[src/rtl/avion_pkg.sv]
// Shared definitions for the avion CPU memory side: opcodes, MMIO addresses,
// loader FSM states and the bus word type.
package avion_pkg;

   localparam int AVION_DATA_W = 10;
   localparam int AVION_ADDR_W = 6;

   typedef logic [AVION_DATA_W-1:0] word_t;

   localparam logic [3:0] LOD = 4'd0;
   localparam logic [3:0] STO = 4'd1;
   localparam logic [3:0] ADD = 4'd2;
   localparam logic [3:0] SUB = 4'd3;
   localparam logic [3:0] MUL = 4'd4;
   localparam logic [3:0] JMP = 4'd6;
   localparam logic [3:0] JMZ = 4'd7;
   localparam logic [3:0] HLT = 4'd9;

   localparam logic [AVION_ADDR_W-1:0] ADDR_STATUS   = 6'd60;
   localparam logic [AVION_ADDR_W-1:0] ADDR_CYCLES   = 6'd61;
   localparam logic [AVION_ADDR_W-1:0] ADDR_SWITCHES = 6'd62;
   localparam logic [AVION_ADDR_W-1:0] ADDR_LEDS     = 6'd63;

   typedef enum logic {
      LD_IDLE = 1'b0,
      LD_LOAD = 1'b1
   } ld_state_e;

endpackage

[src/rtl/avion_mmio_regs.sv]
// MMIO register bank: sticky halt flag, LED register, free-running cycle
// counter and a two-flop synchronizer for the board switches.
module avion_mmio_regs
   import avion_pkg::*;
#(
   parameter int ADDRESS_WIDTH = 6,
   parameter int DATA_WIDTH    = 10
) (
   input  logic                     clk,
   input  logic                     rst,
   input  logic                     wr_status,
   input  logic                     wr_leds,
   input  logic [DATA_WIDTH-1:0]    wr_data,
   input  logic [ADDRESS_WIDTH-1:0] rd_addr,
   input  logic [DATA_WIDTH-1:0]    switches,
   output logic [DATA_WIDTH-1:0]    rd_data,
   output logic [DATA_WIDTH-1:0]    leds,
   output logic                     halted
);

   logic                  halted_q, halted_d;
   logic [DATA_WIDTH-1:0] leds_q, leds_d;
   logic [DATA_WIDTH-1:0] cycles_q, cycles_d;
   logic [DATA_WIDTH-1:0] sw_meta_q, sw_meta_d;
   logic [DATA_WIDTH-1:0] sw_sync_q, sw_sync_d;

   always_comb begin
      halted_d  = halted_q | wr_status;
      leds_d    = wr_leds ? wr_data : leds_q;
      cycles_d  = cycles_q + DATA_WIDTH'(1);
      sw_meta_d = switches;
      sw_sync_d = sw_meta_q;
   end

   always_ff @(posedge clk or negedge rst) begin
      if (!rst) begin
         halted_q  <= 1'b0;
         leds_q    <= '0;
         cycles_q  <= '0;
         sw_meta_q <= '0;
         sw_sync_q <= '0;
      end else begin
         halted_q  <= halted_d;
         leds_q    <= leds_d;
         cycles_q  <= cycles_d;
         sw_meta_q <= sw_meta_d;
         sw_sync_q <= sw_sync_d;
      end
   end

   // Reads return the pre-edge register value; the parent registers rd_data.
   always_comb begin
      rd_data = '0;
      case (rd_addr)
         ADDRESS_WIDTH'(ADDR_STATUS):   rd_data = {{(DATA_WIDTH-1){1'b0}}, halted_q};
         ADDRESS_WIDTH'(ADDR_CYCLES):   rd_data = cycles_q;
         ADDRESS_WIDTH'(ADDR_SWITCHES): rd_data = sw_sync_q;
         ADDRESS_WIDTH'(ADDR_LEDS):     rd_data = leds_q;
         default:                       rd_data = '0;
      endcase
   end

   assign leds   = leds_q;
   assign halted = halted_q;

endmodule

[src/rtl/avion_mem_responder.sv]
// Memory-side responder for avion_cpu: synchronous RAM, loader port, and an
// MMIO window at the top of the address space when AVION_MMIO_EN is defined.
module avion_mem_responder
   import avion_pkg::*;
#(
   parameter int ADDRESS_WIDTH = 6,
   parameter int DATA_WIDTH    = 10,
   parameter int DEPTH         = 64,
   parameter int MMIO_BASE     = 60
) (
   input  logic                     clk,
   input  logic                     rst,
   input  logic                     i_we,
   input  logic [ADDRESS_WIDTH-1:0] i_addr,
   input  logic [DATA_WIDTH-1:0]    i_ram_data_in,
   output logic [DATA_WIDTH-1:0]    o_ram_data_out,
   input  logic                     ld_mode,
   input  logic                     ld_valid,
   output logic                     ld_ready,
   input  logic [ADDRESS_WIDTH-1:0] ld_addr,
   input  logic [DATA_WIDTH-1:0]    ld_data,
   input  logic [DATA_WIDTH-1:0]    switches,
   output logic [DATA_WIDTH-1:0]    leds,
   output logic                     halted
);

   localparam int IDX_W = $clog2(DEPTH);

   logic [DATA_WIDTH-1:0] mem_q [DEPTH];
   ld_state_e             state_q, state_d;
   logic                  ld_ready_q, ld_ready_d;
   logic [DATA_WIDTH-1:0] rdata_q, rdata_d;

   logic [IDX_W-1:0]      cpu_idx, ld_idx, mem_widx;
   logic                  mem_we;
   logic [DATA_WIDTH-1:0] mem_wdata;
   logic                  ld_fire, cpu_wr, rd_force_zero;
   logic                  cpu_is_mmio;
   logic [DATA_WIDTH-1:0] mmio_rdata;

   assign cpu_idx = i_addr[IDX_W-1:0];
   assign ld_idx  = ld_addr[IDX_W-1:0];

   // NOTE: sequential state uses <= so every flop samples pre-edge values;
   // always_comb blocks use = since they describe plain combinational nets.
   always_ff @(posedge clk or negedge rst) begin
      if (!rst) begin
         state_q    <= LD_IDLE;
         ld_ready_q <= 1'b0;
      end else begin
         state_q    <= state_d;
         ld_ready_q <= ld_ready_d;
      end
   end

   // NOTE: every always_comb output gets a default first so no path infers a latch.
   always_comb begin
      state_d = state_q;
      case (state_q)
         LD_IDLE: if (ld_mode)  state_d = LD_LOAD;
         LD_LOAD: if (!ld_mode) state_d = LD_IDLE;
         default:               state_d = LD_IDLE;
      endcase
   end

   // The CPU is locked out both when the loader is requesting and for the
   // one cycle the FSM takes to leave LOAD.
   always_comb begin
      ld_ready_d    = (state_d == LD_LOAD);
      ld_fire       = ld_valid && ld_ready_q;
      cpu_wr        = i_we && !ld_mode && (state_q == LD_IDLE);
      rd_force_zero = (state_d == LD_LOAD);
   end

   always_comb begin
      mem_we    = 1'b0;
      mem_widx  = cpu_idx;
      mem_wdata = i_ram_data_in;
      if (ld_fire) begin
         mem_we    = 1'b1;
         mem_widx  = ld_idx;
         mem_wdata = ld_data;
      end else if (cpu_wr && !cpu_is_mmio) begin
         mem_we    = 1'b1;
      end
   end

   // NOTE: the RAM array has no reset so it can map onto a block RAM.
   always_ff @(posedge clk) begin
      if (mem_we) mem_q[mem_widx] <= mem_wdata;
   end

   always_comb begin
      if (rd_force_zero)    rdata_d = '0;
      else if (cpu_is_mmio) rdata_d = mmio_rdata;
      else                  rdata_d = mem_q[cpu_idx];
   end

   always_ff @(posedge clk or negedge rst) begin
      if (!rst) rdata_q <= '0;
      else      rdata_q <= rdata_d;
   end

   assign o_ram_data_out = rdata_q;
   assign ld_ready       = ld_ready_q;

`ifdef AVION_MMIO_EN
   logic wr_status, wr_leds;

   assign cpu_is_mmio = (32'(cpu_idx) >= MMIO_BASE);
   assign wr_status   = cpu_wr && cpu_is_mmio && (cpu_idx == IDX_W'(ADDR_STATUS));
   assign wr_leds     = cpu_wr && cpu_is_mmio && (cpu_idx == IDX_W'(ADDR_LEDS));

   avion_mmio_regs #(
      .ADDRESS_WIDTH (IDX_W),
      .DATA_WIDTH    (DATA_WIDTH)
   ) u_mmio_regs (
      .clk       (clk),
      .rst       (rst),
      .wr_status (wr_status),
      .wr_leds   (wr_leds),
      .wr_data   (i_ram_data_in),
      .rd_addr   (cpu_idx),
      .switches  (switches),
      .rd_data   (mmio_rdata),
      .leds      (leds),
      .halted    (halted)
   );
`else
   logic unused_switches;

   assign cpu_is_mmio     = 1'b0;
   assign mmio_rdata      = '0;
   assign leds            = '0;
   assign halted          = 1'b0;
   assign unused_switches = ^switches;
`endif

endmodule

[config.mk]
export PLATFORM = sky130hd
export DESIGN_NAME = avion_mem_responder
export DESIGN_NICKNAME = d
export VERILOG_FILES = /design/src/rtl/avion_pkg.sv /design/src/rtl/avion_mmio_regs.sv /design/src/rtl/avion_mem_responder.sv
export SDC_FILE = /design/constraint.sdc
export NUM_CORES = 1
export LEC_CHECK = 0
export BUFFER_PORTS_ARGS = -buffer_cell sky130_fd_sc_hd__buf_4
export CAP_MARGIN = 20
export CORE_UTILIZATION = 40
export CTS_CLUSTER_SIZE = 40
export DETAILED_ROUTE_END_ITERATION = 8
export GPL_TIMING_DRIVEN = 0
export PLACE_DENSITY = 0.58
export SYNTH_ARGS = -nofsm -noshare
export SYNTH_HDL_FRONTEND = slang
export SYNTH_SLANG_ARGS = --single-unit
[constraint.sdc]
create_clock -name clk -period 3.23 [get_ports clk]
set_input_delay 0.4845 -clock clk [delete_from_list [all_inputs] [get_ports clk]]
set_output_delay 0.4845 -clock clk [all_outputs]
set_load 0.05 [all_outputs]
Yosys cells after proc, flatten, opt, wreduce, memory -nomap -nowiden. Memories as Yosys holds them, arrays and structs flattened. Index checks and enable logic that the tools add are counted.

Register bits after elaboration: 11. RAM bits: 640. Input port bits: 47. Word-level logic and storage cells: 16. Memories kept: 1.

Multiplexer cells: 8. Bitwise operators: 1. Reductions and logical operators: 4.

Memories: mem_q (depth 64, bits a word 10, rd ports 1, clocked after memory_dff 0, wr ports 1, line avion_mem_responder.sv:29) `logic [DATA_WIDTH-1:0] mem_q [DEPTH];`.

Operators by type and width (number): $mux 10 (2); $mux 6 (1); $mux 1 (5); $logic_and 1x1->1 (3); $logic_not 1->1 (1); $not 1->1 (1).

Depth between registers and ports, before layout. Gate-level depths: netlist of the first run.

Depth in word-level cells: 7. Depth in mapped cells: 8.

Least setup slack after synthesis of the first run. No wires, ideal clock.

Path kind: register to register. Start point: register ld_ready_q (netlist: ld_ready). End point: memory mem_q[0][0], data pin. Setup time: 0.356 ns. Arrival: 2.302 ns. Data required time: 2.874 ns. Slack: 0.572 ns. Stages on the path, launching flop included: 6. Cell sequence: dfrtp_1 -> and2_1 -> clkbuf_1 -> clkbuf_1 -> nand2_1 -> nand2_1.

Word-level cells in the longest chain between the ends: 2.

Ends and longest elaborated chain: from (decl) (line avion_mem_responder.sv:31) `logic ld_ready_q, ld_ready_d;`; from (signal assigned) (line avion_mem_responder.sv:52) `ld_ready_q <= ld_ready_d;`; $logic_and 1x1->1 (line avion_mem_responder.sv:70) `ld_fire = ld_valid && ld_ready_q;`; $mux 10 (line avion_mem_responder.sv:79) `if (ld_fire) begin`; net mem_wdata[0] (line avion_mem_responder.sv:36) `logic [DATA_WIDTH-1:0] mem_wdata;`; to (decl) (line avion_mem_responder.sv:29).

The timed path passes the listed nets, and every way through them passes these cells.

Worst setup path after layout of the first run.
Start point: input i_addr[1]. End point: memory mem_q[19][0] (enable).

Word-level cells in the longest chain between the ends: 1.

Ends and longest elaborated chain: from (decl) (line avion_mem_responder.sv:14) `input logic [ADDRESS_WIDTH-1:0] i_addr,`; $mux 6 (line avion_mem_responder.sv:79).

Every way passes these cells.

==> results of run 1 <==
worst max-delay path: stages:
cell and delay [ps]:
buf_2 300, buf_4 310, buf_2 410, buf_4 350, nand3b_1 140, o21ai_0 120
nand2_1 380, nor2_1 930
synthesized netlist by cell type (all sizes together), types with 3 or more instances:
cell type | count | share of area [%]
dfrtp | 11 | 1.1
edfxtp | 640 | 76
o22ai | 25 | 0.62
nand3 | 13 | 0.26
nor2b | 5 | 0.12
mux4 | 160 | 14
buf | 53 | 1.5
nand3b | 7 | 0.21
mux2 | 7 | 0.31
a21oi | 10 | 0.20
clkbuf | 17 | 0.25
a211oi | 9 | 0.27
o211ai | 3 | 0.089
mux2i | 40 | 1.6
o41ai | 4 | 0.14
nor2 | 66 | 0.98
nand2 | 86 | 1.3
o21a | 3 | 0.089
nand2b | 9 | 0.22
o21ai | 14 | 0.28
o31ai | 3 | 0.089
metal layers:
metal	vias to the layer above	wire (um)	share of wire, %
met2	614	31400	47
li1	5329	-	-
met1	6871	27800	41
met5	-	11	0.016
met3	107	6460	9.6
met4	2	1530	2.3
stage by stage:
| step | util [%] | power [mW] | hold WS, ps | setup slack [ps] |
|---|---|---|---|---|
| final | 47.8 | 18.3 | 45.0 | -22.7 |
| after detailed placement | 44.1 | 10.8 | 338 | -858 |
| after global placement | 43.1 | 10.7 | 334 | -840 |
| after floorplan | - | 10.3 | 189 | 572 |
| after CTS | 47.6 | 18.4 | 17.8 | -62.9 |
| after global routing | 47.8 | 18.8 | 28.0 | -123 |
timing repair:
action,CTS,global route
resized for setup,5,14
hold buffers,1,0
hold endpoints to repair,11,0
setup endpoints to repair,68,270
gates cloned,0,0
area by class of cell:
class                      count  area, um^2  area share (%)
sequential                   651       19500            65.6
multi-input combinational    491        5550            18.7
clock buffer                  85        1890            6.37
tap                          837        1050            3.52
timing repair buffer          98        1010            3.39
buffer                        69         440            1.48
clock inverter                36         298            1.00
inverter                       1        3.75          0.0126
how the worst max path moves through the flow:
stage                        from                     endpoint  slack (ps)  depth (start not counted)
6_report                i_addr[1]       mem_q[19][0]$_DFFE_PP_         -20                          8
5_1_grt                 i_addr[1]       mem_q[43][0]$_DFFE_PP_        -120                          8
4_1_cts        ld_ready$_DFF_PN0_       mem_q[27][2]$_DFFE_PP_         -60                          6
3_5_place_dp            i_addr[2]  o_ram_data_out[1]$_DFF_PN0_        -860                          8
3_3_place_gp            i_addr[2]  o_ram_data_out[1]$_DFF_PN0_        -840                          8
2_1_floorplan  ld_ready$_DFF_PN0_        mem_q[0][0]$_DFFE_PP_         570                          5
power breakdown:
| group | internal [mW] | switching [mW] | total, mW |
|---|---|---|---|
| sequential | 9.40 | 0.0162 | 9.42 |
| combinational | 0.403 | 0.807 | 1.21 |
| clock | 4.55 | 3.16 | 7.71 |
cell families (layout without fill, tap and decap cells):
kind of cell           after synthesis  in the layout  synth area share [%]
flip-flops                         651            651                  76.8
multiplexers                       207            207                  16.1
AND/OR/NAND/NOR                    193            193                  3.24
AO/OA/AOI/OAI                       80             80                  2.06
buffers and inverters               71            289                  1.76
other                                1             11                0.0148
registers in the layout, summed over array words and instances (netlist names):
signal and flops:
mem_q 640, o_ram_data_out 10, ld_ready 1
==> impl_metrics.yaml, run 1 <==
run_status:
  outcome: "finished, violations left"
  violations: "setup timing"
critical_path:
  rr_startpoint: "ld_ready$_DFF_PN0_"
  worst-r2r-cell-count: 6
  rr_endpoint: "mem_q[19][0]$_DFFE_PP_"
  arrival_ps: 3470
  worstSetupPathType: "input pin to flop"
  critPathMaxFanout: 10
  end_kind: "flop"
  worst_setup_path_start_kind: "input pin"
  r2r_setup_slack_ps: 200
  crit_required_ps: 3450
detailed_routing:
  drc_errors: 0
  vias: 12923
  drtIter0Drc: 1593
  ant_nets: 0
  dr.pass1.iters: 5
  totalWireLength_um: 67300
  viasPerCell: 5.70
  post_drt_wl_per_cell_um: 29.7
power_and_ir_drop:
  leakage_nw: 9.61
  power.density_nw_per_um2: 617
  peakVddDrop_mv: 0.382
global_routing:
  met3_usage_pct: 6.60
  grt_overflow: 0
  met1_usage_pct: 29.9
  met2_usage_pct: 33.2
  grt_max_degree: 57
  antenna_found_initial: 1
  grt_pass1_wl_um: 95300
  grt_pass1_vias: 13020
  grt.total_usage_pct: 21.6
  grt-busiest-layer: "met2"
min_path:
  holdPathEnd: "ld_ready$_DFF_PN0_"
  hold_depth: 1
  hold_start: "ld_mode"
  hp-class: "input pin to flop"
layout:
  fillerInstances: 5149
  drive_above_1_share_pct: 30.5
  mostFrequentLayoutCells: "640 x edfxtp_1, 156 x mux4_2, 90 x buf_4, 76 x nand2_1, 74 x clkbuf_16"
  mostFrequentLayoutCell: "edfxtp_1"
  instances_no_fill: 2268
  nets: 1427
  syn2layout_area_growth_pct: 17.1
  num_antenna_cells: 0
  final_area_um2: 29700
clock_network:
  post_cts.repair.setup_buffers: 0
  cts.htree.levels: 3
  clock_path_buffers: 3
  cts_tree: "done"
  path_clk_slew_ps: 60
  cts.sink_count: 651
  clk-insertion-delay-late_ps: 600
  cts_buffers: 68
  cts-root-buf: "clkbuf_16"
timing:
  setup_violations: 17
  grt_setup_unrepaired: "yes"
  maxSlewHeadroom_pct: 25.9
  hold_violations: 0
  fin_skew_ps: 14.9
  setup_slack_ps: -22.7
  finalSetupTns_ps: -188
  drv_slew: 0
  fin_crit_sh_pct: 101
  max_freq_mhz: 307
  worstMarginPinSlew_ps: 1110
  finalCriticalPeriod_ps: 3250
floorplanning:
  die_area_um2: 64500
  start_util_pct: 40.8
  core_area_um2: 62200
  ioPinCount: 69
  die_x_um: 254
  die_y_um: 254
  rows: 91
logic_synthesis:
  synth_cells: 1203
  netlist_area_um2: 25400
  ys_seq_area_share_pct: 76.8
  synth_edf_count: 640
  synth-seq-cells: 651
  ys.flop_type: "edfxtp_1"
  syn_area_per_cell_um2: 21.1
  ys.warnings.count: 0
  yosysUniqueCellTypes: 42
  synth-async-reset-ratio_pct: 1.69
place:
  port-buffer-count: 44
  place.detailed.hpwl_um: 46100
  dpl_cell_area_um2: 27400
  place_inst: 2137
  place.gp.congestion: 0.904
run:
  maxCapViolCount: 0
Power figures use the tool's default switching activity.
==> inputs of run 2 (changes only) <==
SKIP_CTS_REPAIR_TIMING = 1   (was unset)
SKIP_LAST_GASP = 1   (was unset)
TNS_END_PERCENT = 20   (was unset)
==> impl_metrics.yaml, run 2 (same netlist as run 1, synthesis figures left out) <==
run_status:
  outcome: "finished, violations left"
  violations: "setup timing"
timing:
  setup_violations: 91
  maxSlewHeadroom_pct: 22.6
  finalCriticalPeriod_ps: 3430
  fin_crit_sh_pct: 106
  grt_setup_unrepaired: "yes"
  worstMarginPinSlew_ps: 1160
  setup_slack_ps: -195
  hold_violations: 0
  drv_slew: 0
  fin_skew_ps: 13.9
  max_freq_mhz: 292
global_routing:
  grt_pass1_wl_um: 95400
  grt.total_usage_pct: 21.6
  grt_overflow: 0
  antenna_found_initial: 1
  grt_pass1_vias: 13011
  grt_max_degree: 57
clock_network:
  clk-insertion-delay-late_ps: 600
  cts_tree: "done"
  cts_buffers: 68
  cts-root-buf: "clkbuf_16"
  path_clk_slew_ps: 60
  clock_path_buffers: 3
  cts.sink_count: 651
  cts.htree.levels: 3
floorplanning:
  rows: 91
  core_area_um2: 62200
  die_x_um: 254
  start_util_pct: 40.8
  die_area_um2: 64500
  ioPinCount: 69
  die_y_um: 254
detailed_routing:
  totalWireLength_um: 67500
  drtIter0Drc: 1673
  ant_nets: 0
  drc_errors: 0
  viasPerCell: 5.71
  post_drt_wl_per_cell_um: 29.7
  dr.pass1.iters: 8
  vias: 12977
layout:
  mostFrequentLayoutCells: "640 x edfxtp_1, 156 x mux4_2, 93 x buf_4, 76 x nand2_1, 74 x clkbuf_16"
  final_area_um2: 29700
  drive_above_1_share_pct: 29.6
  num_antenna_cells: 0
  fin_util_pct: 47.8
  regMostFlops: "mem_q"
  mostFrequentLayoutCell: "edfxtp_1"
  nets: 1431
  largest_register_ffs: 640
  fillerInstances: 5144
  syn2layout_area_growth_pct: 17.1
critical_path:
  cp_slowest_cell: "clkbuf_1"
  worstSetupStartpoint: "i_addr[2]"
  worst_setup_path_start_kind: "input pin"
  critPathMaxFanout: 10
  critPathMaxStageDelay_ps: 840
  crit_family: "buffers and inverters"
  worstSetupPathType: "input pin to flop"
  end_kind: "flop"
  path_cells: "buf_2 > buf_2 > clkbuf_1 > nand3b_1 > o22ai_1 > a211oi_1 > nand3_1 > o41ai_1"
  crit_top_cell: "buf_2"
  arrival_ps: 3860
  critical_path_buf_inv_count: 3
  rr_startpoint: "ld_ready$_DFF_PN0_"
  crit_required_ps: 3670
place:
  place.gp.congestion: 0.904
  place.detailed.hpwl_um: 46100
  port-buffer-count: 44
  dpl_cell_area_um2: 27400
min_path:
  hold_start: "ld_mode"
  hp-class: "input pin to flop"
power_and_ir_drop:
  leakage_nw: 9.62
  peakVddDrop_mv: 0.376
  design_power_total_mw: 18.3
  power.density_nw_per_um2: 616
run:
  maxCapViolCount: 0
-- run 2: power breakdown --
part           internal, mW  switching, mW  total, mW
clock                  4.55           3.15       7.70
sequential             9.40         0.0164       9.42
combinational         0.404          0.808       1.21
-- run 2: cell type report --
| cell class | count | area [um^2] | area share [%] |
|---|---|---|---|
| sequential | 651 | 19500 | 65.6 |
| timing repair buffer | 101 | 1030 | 3.46 |
| clock buffer | 85 | 1890 | 6.37 |
| inverter | 1 | 3.75 | 0.0126 |
| multi-input combinational | 491 | 5520 | 18.6 |
| clock inverter | 36 | 298 | 1.00 |
| tap | 837 | 1050 | 3.52 |
| buffer | 70 | 443 | 1.49 |
-- run 2: worst reg2reg max path, stage by stage (launching register included) --
cell	delay (ps)
dfrtp_1	470
and2_1	220
clkbuf_1	570
nand2_1	120
o21ai_1	210
nand2_1	370
nor2_1	980
-- run 2: path summary, 6_finish.rpt --
path,cells past startpoint,end,slack [ps]
max,8,o_ram_data_out[1]$_DFF_PN0_,-200
min reg2reg,4,o_ram_data_out[3]$_DFF_PN0_,960
max reg2reg,6,mem_q[63][7]$_DFFE_PP_,-90
min in group asynchronous,2,o_ram_data_out[8]$_DFF_PN0_,270
min,1,ld_ready$_DFF_PN0_,40
max in group asynchronous,2,o_ram_data_out[2]$_DFF_PN0_,2800
-- run 2: per-layer routing --
metal,vias up,GRT usage [%],wire length (um)
li1,5328,-,-
met1,6883,29.9,27600
met2,668,33.1,31400
met3,98,6.51,7020
met4,0,5.80,1550
met5,-,0,0
-- run 2: stage by stage --
step / setup slack (ps) / hold WS, ps / TNS, ps / cells
2_1_floorplan: 572 / 189 / 0 / 1213
3_3_place_gp: -840 / 334 / -693110 / 2094
3_5_place_dp: -858 / 338 / -182030 / 2137
4_1_cts: -212 / -311 / -3120 / 2258
5_1_grt: -251 / 25.2 / -26270 / 2272
6_report: -195 / 41.6 / -4920 / 2272
